[src/rtl/mips32_link_pkg.sv]
// Shared definitions for the MIPS32 host link: command bytes, FSM states, word geometry.
package mips32_link_pkg;

    localparam int unsigned WORD_BYTES = 4;
    localparam int unsigned BYTE_W     = 8;
    localparam int unsigned WORD_W     = WORD_BYTES * BYTE_W;
    localparam int unsigned REG_AW     = 5;

    localparam logic [BYTE_W-1:0] CMD_LOAD = 8'h01;
    localparam logic [BYTE_W-1:0] CMD_RUN  = 8'h02;
    localparam logic [BYTE_W-1:0] CMD_DUMP = 8'h03;

    typedef enum logic [3:0] {
        IDLE,
        LD_AH,
        LD_AL,
        LD_CNT,
        LD_DATA,
        WR,
        RUN,
        DM_CNT,
        DM_RD,
        DM_TX
    } state_t;

    // States in which the link accepts a host byte.
    function automatic logic state_ready(state_t s);
        logic r;
        r = 1'b0;
        case (s)
            IDLE, LD_AH, LD_AL, LD_CNT, LD_DATA, DM_CNT: r = 1'b1;
            default:                                     r = 1'b0;
        endcase
        return r;
    endfunction

endpackage

[src/rtl/mips32_host_link_if.sv]
// Host byte channel, memory write port, register read port and run control.
interface mips32_host_link_if
    import mips32_link_pkg::*;
#(
    parameter int unsigned ADDR_W = 10
);
    logic [BYTE_W-1:0] in_data;
    logic              in_valid;
    logic              in_ready;
    logic [BYTE_W-1:0] out_data;
    logic              out_valid;
    logic              out_ready;
    logic              mem_wr_en;
    logic [ADDR_W-1:0] mem_wr_addr;
    logic [WORD_W-1:0] mem_wr_data;
    logic [REG_AW-1:0] reg_rd_addr;
    logic [WORD_W-1:0] reg_rd_data;
    logic              cpu_hold;
    logic              pc_clear;
    logic              err;

    // Link side.
    modport master (
        input  in_data, in_valid, out_ready, reg_rd_data,
        output in_ready, out_data, out_valid, mem_wr_en, mem_wr_addr, mem_wr_data,
        output reg_rd_addr, cpu_hold, pc_clear, err
    );

    // Host / core side.
    modport slave (
        output in_data, in_valid, out_ready, reg_rd_data,
        input  in_ready, out_data, out_valid, mem_wr_en, mem_wr_addr, mem_wr_data,
        input  reg_rd_addr, cpu_hold, pc_clear, err
    );
endinterface

[src/rtl/mips32_word_shifter.sv]
// 32-bit shift register with byte counter: assembles LOAD words and serializes DUMP words.
module mips32_word_shifter
    import mips32_link_pkg::*;
(
    input  logic              clk1,
    input  logic              rst_n,
    input  logic              load,
    input  logic              shift_in,
    input  logic              shift_out,
    input  logic [WORD_W-1:0] load_word,
    input  logic [BYTE_W-1:0] byte_in,
    output logic [WORD_W-1:0] word,
    output logic              done_c
);
    localparam int unsigned CNT_W = $clog2(WORD_BYTES);

    logic [CNT_W-1:0] cnt;

    // High when the current shift brings the byte count to four (counter wraps to zero).
    assign done_c = (cnt == CNT_W'(WORD_BYTES - 1));

    // Parallel load, or shift one byte in at the bottom / out at the top, MSB first.
    always_ff @(posedge clk1 or negedge rst_n) begin
        if (!rst_n) begin
            word <= '0;
            cnt  <= '0;
        end else if (load) begin
            word <= load_word;
            cnt  <= '0;
        end else if (shift_in || shift_out) begin
            word <= {word[WORD_W-BYTE_W-1:0], (shift_in ? byte_in : BYTE_W'(0))};
            cnt  <= cnt + CNT_W'(1);
        end
    end
endmodule

[src/rtl/mips32_host_link.sv]
// Host-side loader/dumper for the MIPS32 core: byte commands LOAD, RUN and DUMP.
module mips32_host_link
    import mips32_link_pkg::*;
#(
    parameter int unsigned ADDR_W = 10,
    parameter int unsigned REG_N  = 32
)(
    input  logic               clk1,
    input  logic               rst_n,
    mips32_host_link_if.master bus
);
    localparam logic [BYTE_W-1:0] REG_MAX = BYTE_W'(REG_N);

    state_t            state;
    logic              in_ready_q;
    logic              out_valid_q;
    logic              mem_wr_en_q;
    logic [ADDR_W-1:0] mem_wr_addr_q;
    logic [REG_AW-1:0] reg_rd_addr_q;
    logic              cpu_hold_q;
    logic              pc_clear_q;
    logic              err_q;
    logic [BYTE_W-1:0] addr_hi_q;
    logic [BYTE_W-1:0] words_q;
    logic [BYTE_W-1:0] regs_q;

    logic              in_fire_c;
    logic              out_fire_c;
    logic              sh_load_c;
    logic              sh_in_c;
    logic              sh_out_c;
    logic              sh_done_c;
    logic [WORD_W-1:0] sh_word;

    assign in_fire_c  = bus.in_valid && in_ready_q;
    assign out_fire_c = out_valid_q && bus.out_ready;

    // Realign the byte counter on a new LOAD; capture register data in DM_RD.
    assign sh_load_c = (state == DM_RD) ||
                       ((state == IDLE) && in_fire_c && (bus.in_data == CMD_LOAD));
    assign sh_in_c   = (state == LD_DATA) && in_fire_c;
    assign sh_out_c  = (state == DM_TX) && out_fire_c;

    mips32_word_shifter u_shifter (
        .clk1      (clk1),
        .rst_n     (rst_n),
        .load      (sh_load_c),
        .shift_in  (sh_in_c),
        .shift_out (sh_out_c),
        .load_word (bus.reg_rd_data),
        .byte_in   (bus.in_data),
        .word      (sh_word),
        .done_c    (sh_done_c)
    );

    // Command FSM with registered outputs; in_ready tracks the state being entered.
    always_ff @(posedge clk1 or negedge rst_n) begin
        if (!rst_n) begin
            state         <= IDLE;
            in_ready_q    <= 1'b0;
            out_valid_q   <= 1'b0;
            mem_wr_en_q   <= 1'b0;
            mem_wr_addr_q <= '0;
            reg_rd_addr_q <= '0;
            cpu_hold_q    <= 1'b1;
            pc_clear_q    <= 1'b0;
            err_q         <= 1'b0;
            addr_hi_q     <= '0;
            words_q       <= '0;
            regs_q        <= '0;
        end else begin
            in_ready_q  <= state_ready(state);
            mem_wr_en_q <= 1'b0;
            pc_clear_q  <= 1'b0;
            case (state)
                IDLE: begin
                    if (in_fire_c) begin
                        case (bus.in_data)
                            CMD_LOAD: begin
                                state      <= LD_AH;
                                cpu_hold_q <= 1'b1;
                            end
                            CMD_RUN: begin
                                state      <= RUN;
                                in_ready_q <= 1'b0;
                                cpu_hold_q <= 1'b0;
                                pc_clear_q <= 1'b1;
                            end
                            CMD_DUMP: state <= DM_CNT;
                            default:  err_q <= 1'b1;
                        endcase
                    end
                end
                LD_AH: begin
                    if (in_fire_c) begin
                        addr_hi_q <= bus.in_data;
                        state     <= LD_AL;
                    end
                end
                LD_AL: begin
                    if (in_fire_c) begin
                        mem_wr_addr_q <= ADDR_W'({addr_hi_q, bus.in_data});
                        state         <= LD_CNT;
                    end
                end
                LD_CNT: begin
                    if (in_fire_c) begin
                        if (bus.in_data == '0) begin
                            state <= IDLE;
                        end else begin
                            words_q <= bus.in_data;
                            state   <= LD_DATA;
                        end
                    end
                end
                LD_DATA: begin
                    if (in_fire_c && sh_done_c) begin
                        state       <= WR;
                        in_ready_q  <= 1'b0;
                        mem_wr_en_q <= 1'b1;
                    end
                end
                WR: begin
                    mem_wr_addr_q <= mem_wr_addr_q + ADDR_W'(1);
                    in_ready_q    <= 1'b1;
                    if (words_q == BYTE_W'(1)) begin
                        state <= IDLE;
                    end else begin
                        words_q <= words_q - BYTE_W'(1);
                        state   <= LD_DATA;
                    end
                end
                RUN: begin
                    state      <= IDLE;
                    in_ready_q <= 1'b1;
                end
                DM_CNT: begin
                    if (in_fire_c) begin
                        if (bus.in_data == '0) begin
                            state <= IDLE;
                        end else begin
                            regs_q        <= (bus.in_data > REG_MAX) ? REG_MAX : bus.in_data;
                            reg_rd_addr_q <= '0;
                            in_ready_q    <= 1'b0;
                            state         <= DM_RD;
                        end
                    end
                end
                DM_RD: begin
                    out_valid_q <= 1'b1;
                    state       <= DM_TX;
                end
                DM_TX: begin
                    if (out_fire_c && sh_done_c) begin
                        out_valid_q <= 1'b0;
                        if ((BYTE_W'(reg_rd_addr_q) + BYTE_W'(1)) == regs_q) begin
                            state      <= IDLE;
                            in_ready_q <= 1'b1;
                        end else begin
                            reg_rd_addr_q <= reg_rd_addr_q + REG_AW'(1);
                            state         <= DM_RD;
                        end
                    end
                end
                default: begin
                    state      <= IDLE;
                    in_ready_q <= 1'b1;
                end
            endcase
        end
    end

    assign bus.in_ready    = in_ready_q;
    assign bus.out_valid   = out_valid_q;
    assign bus.out_data    = sh_word[WORD_W-1 -: BYTE_W];
    assign bus.mem_wr_en   = mem_wr_en_q;
    assign bus.mem_wr_addr = mem_wr_addr_q;
    assign bus.mem_wr_data = sh_word;
    assign bus.reg_rd_addr = reg_rd_addr_q;
    assign bus.cpu_hold    = cpu_hold_q;
    assign bus.pc_clear    = pc_clear_q;
    assign bus.err         = err_q;
endmodule

[src/flat_wrapper.sv]
// flat-port wrapper written by rule: the top's interface ports become plain ports
module mips32_host_link_flat import mips32_link_pkg::*;
#(
    parameter int unsigned ADDR_W = 10,
    parameter int unsigned REG_N  = 32
)
  (clk1, rst_n, bus_in_data, bus_in_valid, bus_out_ready, bus_reg_rd_data, bus_in_ready, bus_out_data, bus_out_valid, bus_mem_wr_en, bus_mem_wr_addr, bus_mem_wr_data, bus_reg_rd_addr, bus_cpu_hold, bus_pc_clear, bus_err);
  mips32_host_link_if #(.ADDR_W(ADDR_W)) bus_i ();
  input  logic clk1;
  input  logic rst_n;
  input wire logic [$bits(bus_i.in_data)-1:0] bus_in_data;
  input wire logic [$bits(bus_i.in_valid)-1:0] bus_in_valid;
  input wire logic [$bits(bus_i.out_ready)-1:0] bus_out_ready;
  input wire logic [$bits(bus_i.reg_rd_data)-1:0] bus_reg_rd_data;
  output wire logic [$bits(bus_i.in_ready)-1:0] bus_in_ready;
  output wire logic [$bits(bus_i.out_data)-1:0] bus_out_data;
  output wire logic [$bits(bus_i.out_valid)-1:0] bus_out_valid;
  output wire logic [$bits(bus_i.mem_wr_en)-1:0] bus_mem_wr_en;
  output wire logic [$bits(bus_i.mem_wr_addr)-1:0] bus_mem_wr_addr;
  output wire logic [$bits(bus_i.mem_wr_data)-1:0] bus_mem_wr_data;
  output wire logic [$bits(bus_i.reg_rd_addr)-1:0] bus_reg_rd_addr;
  output wire logic [$bits(bus_i.cpu_hold)-1:0] bus_cpu_hold;
  output wire logic [$bits(bus_i.pc_clear)-1:0] bus_pc_clear;
  output wire logic [$bits(bus_i.err)-1:0] bus_err;
  assign bus_i.in_data = bus_in_data;
  assign bus_i.in_valid = bus_in_valid;
  assign bus_i.out_ready = bus_out_ready;
  assign bus_i.reg_rd_data = bus_reg_rd_data;
  assign bus_in_ready = bus_i.in_ready;
  assign bus_out_data = bus_i.out_data;
  assign bus_out_valid = bus_i.out_valid;
  assign bus_mem_wr_en = bus_i.mem_wr_en;
  assign bus_mem_wr_addr = bus_i.mem_wr_addr;
  assign bus_mem_wr_data = bus_i.mem_wr_data;
  assign bus_reg_rd_addr = bus_i.reg_rd_addr;
  assign bus_cpu_hold = bus_i.cpu_hold;
  assign bus_pc_clear = bus_i.pc_clear;
  assign bus_err = bus_i.err;
  mips32_host_link #(.ADDR_W(ADDR_W), .REG_N(REG_N)) u_core (.clk1(clk1), .rst_n(rst_n), .bus(bus_i));
endmodule
[config.mk]
export PLATFORM = sky130hd
export DESIGN_NAME = mips32_host_link_flat
export DESIGN_NICKNAME = d
export VERILOG_FILES = /design/src/rtl/mips32_link_pkg.sv /design/src/rtl/mips32_host_link_if.sv /design/src/rtl/mips32_word_shifter.sv /design/src/rtl/mips32_host_link.sv /design/src/flat_wrapper.sv
export SDC_FILE = /design/constraint.sdc
export NUM_CORES = 1
export LEC_CHECK = 0
export CAP_MARGIN = 20
export CORE_AREA = 2 2 98 100
export CTS_BUF_LIST = sky130_fd_sc_hd__clkbuf_4 sky130_fd_sc_hd__clkbuf_8
export DETAILED_ROUTE_END_ITERATION = 8
export DIE_AREA = 0 0 100 102
export PLACE_DENSITY_LB_ADDON = 0.08
export SYNTH_ARGS = -nofsm -noshare
export SYNTH_HDL_FRONTEND = slang
export SYNTH_SLANG_ARGS = --single-unit
export TNS_END_PERCENT = 10
[constraint.sdc]
create_clock -name clk1 -period 3.2 [get_ports clk1]
set_input_delay 0.8 -clock clk1 [delete_from_list [all_inputs] [get_ports clk1]]
set_output_delay 0.8 -clock clk1 [all_outputs]
set_load 0.02 [all_outputs]
==> impl_metrics.tcl, run 1 <==
set metrics [dict create \
    hold_violations 0 \
    grt_max_degree 78 \
    cts_tree "yes" \
    critPathMaxStageDelay_ns 0.43 \
    clk_latency_ns 0.36 \
    die_area_mm2 0.0102 \
    netlist-cell-type-count 59 \
    synth_top_family_by_area "simple AND/OR/NAND/NOR gates" \
    fin_worst_skew_ns 0.0107 \
    die_x_um 100 \
    synthSimpleGateAreaFrac_pct 21.4 \
    synth_fa_ha_area_share_pct 1.54 \
    clock_path_buffers 2 \
    ctsResizeCount 0 \
    fin_area_mm2 0.00552 \
    grt_usage_pct 22.4 \
    routedWlPerCell_um 16.7 \
    syn_avg_cell_area_um2 9.00 \
    hpwl_mm 7.81 \
    routed_via_density 5.53 \
    ys_ff_latch 77 \
    status "finished, final reports clean" \
    io_pins 105 \
    worst_slack_ns 0.648 \
    drive_above_1_share_pct 9.59 \
    firstDrtPassIters 4 \
    num_rows 35 \
    synth_compound_area_share_pct 19.1 \
    synthTopCellsByArea "dfrtp_1, nor2_1, o21ai_0" \
    cp-end-kind "flop" \
    num-fill-cells 802 \
    netlist_top_cells_count "dfrtp_1, nor2_1, nand2_1, o21ai_0, a21oi_1" \
    grt_pass1_wl_mm 17.9 \
    finalPower_w 0.00511 \
    syn_area_mm2 0.00405 \
    setup_viol 0 \
    period_needed_ns 2.55 \
    routabilityCongestion 0.944 \
    max_freq_ghz 0.392 \
    cts_root_buffer "clkbuf_8" \
    start_util_pct 44.5 \
    r2r_cells 7 \
    pre_cts_ws_ns 0.293 \
    worst_slew_pin_slew_ns 0.983 \
    worstPathRequired_ns 3.45 \
    reg2reg_slack_ns 0.84 \
    overflow 0 \
    finalMaxSlewViolations 0 \
    port_buffers 104 \
    relSlewSlack_pct 34.5 \
    yosys_warnings 0 \
    die_y_um 102 \
    detail_route.drc_violations 0 \
    synth_xor_area_share_pct 1.51 \
    clock_sinks 77 \
    synthToLayoutAreaGrowth_pct 36.3 \
    h-tree-depth 3 \
    path_cells "clkdlybuf4s50_1, nor3_1, and2_1, nand4_1, o21a_1, buf_4, o22ai_1, nor2_1" \
    crit_arrival_ns 2.80 \
    setup_tns_ns 0 \
    post_cts_buffers 0 \
    ys_seq_area_share_pct 47.6 \
    layout.nets 607 \
    irDropWorstVdd_v 0.000488 \
    grt_pass1_vias 3527 \
    drtIter0Drc 158 \
    cts_hold_buf 0 \
    holdPathStages 1 \
    antenna_found_initial 0 \
    vias 3729 \
    diodes 0 \
    cts_buffers 9 \
    synth_fp_nets 499 \
    power_leakage_nw 2.34 \
    rsz0062_at_grt "false" \
    placed_cell_area_mm2 0.00527 \
    cp_slowest_cell "clkdlybuf4s50_1" \
    worstSetupStartpointType "primary input" \
    hold_path_class "flop to flop" \
    synth_area_leader_cell "dfrtp_1" \
    drtAntennaViolNets 0 \
    clkTransAtPathRegs_ns 0.09 \
    core_area_mm2 0.00911 \
    finalCritPeriodShare_pct 79.8 \
    synth_most_common_cell "dfrtp_1" \
    yosysTopAreaCellShare_pct 47.0 \
    muxShareOfSynthArea_pct 4.05 \
    cp_max_fo 24 \
    worstSetupPathType "primary input to flop" \
    synth_flop_cell "dfrtp_1" \
    synth-edff-count 0 \
    wirelength_mm 11.2 \
    hold_slack_ns 0.475 \
    syn-instance-count 450 \
    maxCapViolCount 0 \
    async_reset_ff_share_pct 100 \
    power.density_mw_per_mm2 926 \
]
## kinds of logic after synthesis
family | after synthesis
DFF | 77
muxes | 15
AOI/OAI and AO/OA | 123
xor gates and xnor gates | 7
adders and majority gates | 5
buffers and inverters | 40
and+or+nand+nor | 183
## per-layer routing
layer	up-vias	GRT usage [%]	routed length, µm
li1	1818	-	-
met1	1773	30.8	5150
met2	122	34.8	5140
met3	16	5.81	728
met4	0	7.38	216
met5	-	0	0
## cell type report
class                           count  area, µm²  share of cell area (%)
Tap cell                          111        139                    2.52
Inverter                           11       41.3                   0.748
Clock buffer                        9        124                    2.24
Sequential cell                    77       1930                    34.9
Timing Repair Buffer              126       1230                    22.3
Multi-Input combinational cell    333       1940                    35.1
Clock inverter                      7        121                    2.20
## per-stage QoR
step | utilization [%] | std cells
finish | 60.6 | 674
global route | 60.6 | 674
CTS | 60.6 | 674
detailed placement | 57.9 | 658
global placement | 57.9 | 658
floorplan | - | 450
## registers in the layout, summed over array words and instances (netlist names)
signal                  flops
u_core.u_shifter.word      32
u_core.bus.mem_wr_addr     10
u_core.regs_q               8
u_core.words_q              8
u_core.bus.reg_rd_addr      5
u_core.state                4
u_core.addr_hi_q            2
u_core.u_shifter.cnt        2
u_core.bus.cpu_hold         1
u_core.bus.err              1
u_core.bus.in_ready         1
u_core.bus.mem_wr_en        1
u_core.bus.out_valid        1
u_core.bus.pc_clear         1
## layout by cell type (no fill, tap or decap), types with 3 or more instances in the layout
| cell type | instances |
|---|---|
| a211o_1 | 3 |
| xnor2_1 | 4 |
| bufinv_16 | 3 |
| a31oi_1 | 5 |
| or4_1 | 3 |
| clkbuf_8 | 9 |
| mux2i_1 | 10 |
| o22ai_1 | 20 |
| and2_1 | 5 |
| nand3_1 | 15 |
| a21oi_1 | 30 |
| a22o_1 | 5 |
| o211ai_1 | 4 |
| nand2b_1 | 3 |
| nand4_1 | 7 |
| ha_1 | 5 |
| nand2_1 | 40 |
| nor3_1 | 15 |
| o21ai_0 | 33 |
| clkdlybuf4s50_1 | 103 |
| clkinvlp_4 | 3 |
| mux2_2 | 3 |
| nor2_1 | 73 |
| inv_1 | 10 |
| dfrtp_1 | 76 |
| nor2b_1 | 6 |
| xor2_1 | 3 |
| buf_4 | 21 |
## where the power goes
| part | switching (W) | internal (W) | leakage, nW |
|---|---|---|---|
| combinational | 0.00124 | 0.00112 | 1.32 |
| clock | 0.000386 | 0.000520 | 0.112 |
| sequential | 0.000455 | 0.00138 | 0.911 |
## final timing paths
| kind | start | end |
|---|---|---|
| worst max-delay path | bus_in_data[4] | u_core.u_shifter.word[11]$_DFFE_PN0P_ |
| worst min-delay path | u_core.bus.err$_DFFE_PN0P_ | u_core.bus.err$_DFFE_PN0P_ |
| worst max register to register | u_core.state[0]$_DFFE_PN0P_ | u_core.bus.reg_rd_addr[0]$_DFFE_PN0P_ |
| worst min register to register | u_core.bus.err$_DFFE_PN0P_ | u_core.bus.err$_DFFE_PN0P_ |
| max in group asynchronous | rst_n | u_core.state[0]$_DFFE_PN0P_ |
| min in group asynchronous | rst_n | u_core.bus.mem_wr_addr[9]$_DFFE_PN0P_ |
## critical path, delay by kind of cell
family / cells / cell delay (ns)
AND/OR/NAND/NOR: 4 / 0.93
AO/OA/AOI/OAI: 2 / 0.42
buffers and inverters: 2 / 0.64
(Power assumes the default switching activity.)
==> run 2: changes to the inputs <==
==> constraint.sdc (replaced) <==
create_clock -name clk1 -period 2.2 [get_ports clk1]
set_input_delay 0.55 -clock clk1 [delete_from_list [all_inputs] [get_ports clk1]]
set_output_delay 0.55 -clock clk1 [all_outputs]
set_load 0.02 [all_outputs]
==> impl_metrics.tcl, run 2 (same netlist as run 1, synthesis figures left out) <==
set metrics [dict create \
    combPwrFrac_pct 50.1 \
    h-tree-depth 3 \
    cp-end-kind "flop" \
    vias 3958 \
    core_area_mm2 0.00911 \
    firstDrtPassIters 4 \
    clock_path_buffers 2 \
    routabilityCongestion 0.922 \
    die_x_um 100 \
    clock_sinks 77 \
    path_cells "nor2b_1, mux2_2, a221o_1, or4_4, mux2_4" \
    diodes 0 \
    fin_worst_skew_ns 0.0114 \
    routedWlPerCell_um 16.6 \
    finalMaxSlewViolations 0 \
    worstPathRequired_ns 2.44 \
    port_buffers 104 \
    max_freq_ghz 0.462 \
    start_util_pct 44.5 \
    cp_max_fo 6 \
    largest_reg_flops 32 \
    switching_share_pct 41.3 \
    detail_route.drc_violations 0 \
    worstSetupStartpointType "flop" \
    drtIter0Drc 163 \
    power_leakage_nw 2.52 \
    worstSetupPathType "flop to flop" \
    clk_latency_ns 0.36 \
    hold_path_class "primary input to asynchronous set/reset pin" \
    die_y_um 102 \
    critPathLaunch "u_core.state[3]$_DFFE_PN0P_" \
    period_needed_ns 2.16 \
    power_switching_w 0.00311 \
    finalPower_w 0.00753 \
    num_rows 35 \
    synthToLayoutAreaGrowth_pct 43.4 \
    final_cell_mix "clkdlybuf4s50_1, dfrtp_1, nor2_1" \
    grt_pass1_vias 3851 \
    routed_via_density 5.59 \
    drtAntennaViolNets 0 \
    rr_startpoint "u_core.state[3]$_DFFE_PN0P_" \
    p_int_w 0.00442 \
    grt_max_degree 41 \
    setup_viol 0 \
    num-fill-cells 784 \
    cp_slowest_cell "or4_4" \
    cts_buffers 9 \
    drive_above_1_share_pct 15.7 \
    grt_usage_pct 23.8 \
    critPathMaxStageDelay_ns 0.46 \
    status "finished, final reports clean" \
    rsz0062_at_grt "true" \
    setup_tns_ns 0 \
    hold_violations 0 \
    cts_root_buffer "clkbuf_8" \
    placed_cell_area_mm2 0.00557 \
    largest_register "u_core.u_shifter.word" \
    io_pins 105 \
    r2r_cells 5 \
    regArea_mm2 0.00193 \
    hpwl_mm 8.62 \
    die_area_mm2 0.0102 \
    wirelength_mm 11.8 \
    seqPwrFrac_pct 34.9 \
    mostFrequentLayoutCell "clkdlybuf4s50_1" \
    grt_pass1_wl_mm 19.0 \
    crit_arrival_ns 2.41 \
    irDropWorstVdd_v 0.000667 \
    multi_input_area_mm2 0.00197 \
    maxCapViolCount 0 \
    cts_tree "yes" \
    clkTransAtPathRegs_ns 0.08 \
    finalCritPeriodShare_pct 98.4 \
    cts_hold_buf 0 \
    layout.nets 641 \
    p_clk_share_pct 15.0 \
    power.density_mw_per_mm2 1300 \
    fin_area_mm2 0.00581 \
    relSlewSlack_pct 60.0 \
    antenna_found_initial 0 \
    overflow 0 \
    worst_slew_pin_slew_ns 0.595 \
]
run 2: cell count changes in the layout (fill, tap and decap cells not counted), sizes merged:
cell / previous run / this run
buf: 23 / 57
bufinv: 3 / 1
clkbuf: 9 / 11
clkinv: 1 / 3
clkinvlp: 3 / 2
inv: 11 / 10
run 2: final cells by class:
cell class	count	area share, %
Multi-Input combinational cell	333	33.9
Inverter	11	0.711
Tap cell	111	2.39
Clock inverter	5	1.01
Sequential cell	77	33.2
Clock buffer	11	2.61
Timing Repair Buffer	160	26.2
run 2: repair_timing:
action,4_1_cts,5_1_grt
gates resized for setup,3,5
setup endpoints to repair,9,34
hold endpoints to repair,0,0
pin swaps,0,3
buffers inserted,0,1
cloned,0,0
run 2: final timing paths:
path / endpoint / slack (ns)
min: u_core.bus.in_ready$_DFF_PN0_ / 0.06
max reg2reg: u_core.addr_hi_q[1]$_DFFE_PN0P_ / 0.04
min reg2reg: u_core.bus.err$_DFFE_PN0P_ / 0.48
min in group clk1: u_core.bus.err$_DFFE_PN0P_ / 0.48
max: u_core.addr_hi_q[1]$_DFFE_PN0P_ / 0.04
max in group asynchronous: u_core.bus.cpu_hold$_DFFE_PN1P_ / 1.52
run 2: layer usage:
metal	track usage, %	share of wire, %	up-vias
met5	0	0	-
met1	31.8	45	1927
li1	-	-	1891
met4	7.27	1.3	0
met3	6.98	6.4	12
met2	37.7	47	128
run 2: power groups by stage:
| stage | Combinational, W | Clock [W] | Sequential (W) |
|---|---|---|---|
| 3_3_place_gp | 0.00368 | 0 | 0.00262 |
| 6_report | 0.00377 | 0.00113 | 0.00263 |
| 4_1_cts | 0.00377 | 0.00117 | 0.00262 |
| 2_1_floorplan | 0.00167 | 0 | 0.00298 |
| 3_5_place_dp | 0.00375 | 0 | 0.00262 |
| 5_1_grt | 0.00409 | 0.00122 | 0.00272 |
run 2: metrics by stage:
step | hold slack, ns | worst slack, ns | std cells | utilization [%]
2_1_floorplan | 0.254 | 0.0293 | 450 | -
3_3_place_gp | 0.449 | -0.525 | 691 | 61.1
3_5_place_dp | 0.448 | -0.598 | 691 | 61.1
4_1_cts | 0.0578 | 0.0374 | 707 | 63.5
5_1_grt | 0.0652 | -0.0218 | 708 | 63.8
6_report | 0.0611 | 0.0351 | 708 | 63.8
run 2: worst max-delay path: cells and delay by family, from the launching register on:
kind             cells  cell delay, ns
multiplexers         2            0.58
flip-flops           1            0.45
AND/OR/NAND/NOR      2            0.65
AO/OA/AOI/OAI        1            0.37
==> run 3: changes to the inputs <==
--- a/config.mk
+++ b/config.mk
@@ -6,10 +6,10 @@
 export NUM_CORES = 1
 export LEC_CHECK = 0
 export CAP_MARGIN = 20
-export CORE_AREA = 2 2 98 100
+export CORE_AREA = 2 2 113 88
 export CTS_BUF_LIST = sky130_fd_sc_hd__clkbuf_4 sky130_fd_sc_hd__clkbuf_8
 export DETAILED_ROUTE_END_ITERATION = 8
-export DIE_AREA = 0 0 100 102
+export DIE_AREA = 0 0 115 90
 export PLACE_DENSITY_LB_ADDON = 0.08
 export SYNTH_ARGS = -nofsm -noshare
 export SYNTH_HDL_FRONTEND = slang
==> constraint.sdc (replaced) <==
create_clock -name clk1 -period 2.74 [get_ports clk1]
set_input_delay 0.685 -clock clk1 [delete_from_list [all_inputs] [get_ports clk1]]
set_output_delay 0.685 -clock clk1 [all_outputs]
set_load 0.02 [all_outputs]
==> impl_metrics.tcl, run 3 (same netlist as run 1, synthesis figures left out) <==
set metrics [dict create \
    irDropWorstVdd_v 0.000466 \
    pre_cts_ws_ns -0.137 \
    hold_path_class "primary input to asynchronous set/reset pin" \
    rsz0062_at_grt "false" \
    h-tree-depth 3 \
    combPwrFrac_pct 48.8 \
    worstSetupPathType "primary input to flop" \
    hold_violations 0 \
    r2r_cells 6 \
    relSlewSlack_pct 37.5 \
    crit_family "simple AND/OR/NAND/NOR gates" \
    seqPwrFrac_pct 36.2 \
    die_y_um 90 \
    largest_reg_flops 32 \
    cp_slowest_cell "nor2_1" \
    grt_pass1_vias 3710 \
    fin_area_mm2 0.00559 \
    layoutNonFillerInstCount 691 \
    vias 3819 \
    status "finished, final reports clean" \
    grt_pass1_wl_mm 19.0 \
    critPathBufInv 1 \
    num-fill-cells 862 \
    cp-end-kind "flop" \
    clkTransAtPathRegs_ns 0.08 \
    worstSetupStartpointType "primary input" \
    routedWlPerCell_um 16.6 \
    io_pins 105 \
    cts_root_buffer "clkbuf_8" \
    layout.nets 620 \
    worst_slack_ns 0.224 \
    clock_path_buffers 2 \
    cts_tree "yes" \
    worstPathRequired_ns 2.99 \
    worst_slew_pin_slew_ns 0.933 \
    regToRegEndpoint "u_core.words_q[2]$_DFFE_PN0P_" \
    overflow 0 \
    path_cells "clkdlybuf4s50_1, and2_0, nor3_1, nor2_1, o21ai_0, a22o_1" \
    dp_cells 675 \
    max_freq_ghz 0.398 \
    grt_usage_pct 23.3 \
    p_clk_share_pct 15.0 \
    power.density_mw_per_mm2 1050 \
    antenna_found_initial 0 \
    cts_buffers 9 \
    die_x_um 115 \
    firstDrtPassIters 5 \
    clk_latency_ns 0.36 \
    diodes 0 \
    routed_via_density 5.53 \
    final_util_pct 60.0 \
    maxCapViolCount 0 \
    p_int_w 0.00340 \
    num_rows 31 \
    power_switching_w 0.00245 \
    finalMaxSlewViolations 0 \
    port_buffers 104 \
    mostFrequentLayoutCell "clkdlybuf4s50_1" \
    wirelength_mm 11.5 \
    drtAntennaViolNets 0 \
    synthToLayoutAreaGrowth_pct 38.0 \
    clock_sinks 77 \
    ctsResizeCount 0 \
    reg2reg_slack_ns 0.32 \
    drtIter0Drc 274 \
    fin_worst_skew_ns 0.00928 \
    power_leakage_nw 2.39 \
    critPathMaxStageDelay_ns 0.72 \
    placed_cell_area_mm2 0.00539 \
    rr_startpoint "u_core.state[3]$_DFFE_PN0P_" \
    cts_hold_buf 0 \
    core_area_mm2 0.00931 \
    largest_register "u_core.u_shifter.word" \
    cp_max_fo 17 \
    setup_tns_ns 0 \
    setup_viol 0 \
    routabilityCongestion 0.892 \
    finalCritPeriodShare_pct 91.8 \
    crit_arrival_ns 2.77 \
    post_cts_buffers 0 \
    detail_route.drc_violations 0 \
    hpwl_mm 8.41 \
    grt_max_degree 42 \
    final_cell_mix "clkdlybuf4s50_1, dfrtp_1, nor2_1" \
    start_util_pct 43.5 \
    die_area_mm2 0.0104 \
    drive_above_1_share_pct 11.6 \
    switching_share_pct 41.8 \
    period_needed_ns 2.52 \
]
-- run 3: cell types whose count changed in the layout (fill, tap and decap cells not counted), sizes merged --
| cell | delta |
|---|---|
| clkbuf | -2 |
| buf | -21 |
| clkinv | +2 |
-- run 3: metal layers --
| metal | vias to the layer above | routed length [µm] | track usage, % | part of all wire (%) |
|---|---|---|---|---|
| met2 | 99 | 5120 | 34.3 | 45 |
| li1 | 1865 | - | - | - |
| met3 | 12 | 603 | 6.61 | 5.3 |
| met4 | 0 | 119 | 5.42 | 1.0 |
| met1 | 1843 | 5640 | 34.1 | 49 |
| met5 | - | 0 | 0 | 0 |
-- run 3: how the worst max path moves through the flow --
stage               depth (start not counted)  slack (ns)                            end                                   from
floorplan                                   6        0.44    u_core.state[3]$_DFFE_PN0P_  u_core.bus.reg_rd_addr[0]$_DFFE_PN0P_
global placement                            6       -0.04  u_core.words_q[2]$_DFFE_PN0P_                           bus_in_valid
detailed placement                          6       -0.14  u_core.words_q[2]$_DFFE_PN0P_                           bus_in_valid
CTS                                         6        0.25  u_core.words_q[2]$_DFFE_PN0P_                           bus_in_valid
global route                                6        0.03  u_core.words_q[2]$_DFFE_PN0P_                           bus_in_valid
finish                                      6        0.22  u_core.words_q[2]$_DFFE_PN0P_                           bus_in_valid
-- run 3: per-stage QoR --
step | power [W] | hold slack [ns]
2_1_floorplan | 0.00372 | 0.389
3_3_place_gp | 0.00492 | 0.466
3_5_place_dp | 0.00499 | 0.462
4_1_cts | 0.00589 | 0.292
5_1_grt | 0.00627 | 0.311
6_report | 0.00585 | 0.287
-- run 3: area by class of cell --
type	instances	area [µm²]	area share, %
clock buffers	9	124	2.22
clock inverters	7	76.3	1.37
inverters	11	41.3	0.739
multi-input cells	333	1940	34.7
flip-flops and latches	77	1930	34.5
well taps	115	144	2.57
repair buffers	139	1340	24.0
-- run 3: power by group through the flow --
stage | combinational, W | sequential (W) | clock, W
after floorplan | 0.00133 | 0.00239 | 0
after global placement | 0.00281 | 0.00211 | 0
after detailed placement | 0.00287 | 0.00213 | 0
after CTS | 0.00288 | 0.00211 | 0.000899
after global routing | 0.00311 | 0.00220 | 0.000956
final | 0.00285 | 0.00212 | 0.000874
-- run 3: worst register-to-register path, stage by stage (launching register included) --
cell       delay, ns
dfrtp_1         0.48
nand4bb_1       0.32
a31oi_1         0.23
a21oi_1         0.08
nor2_1          0.73
o21ai_0         0.20
a22o_1          0.28
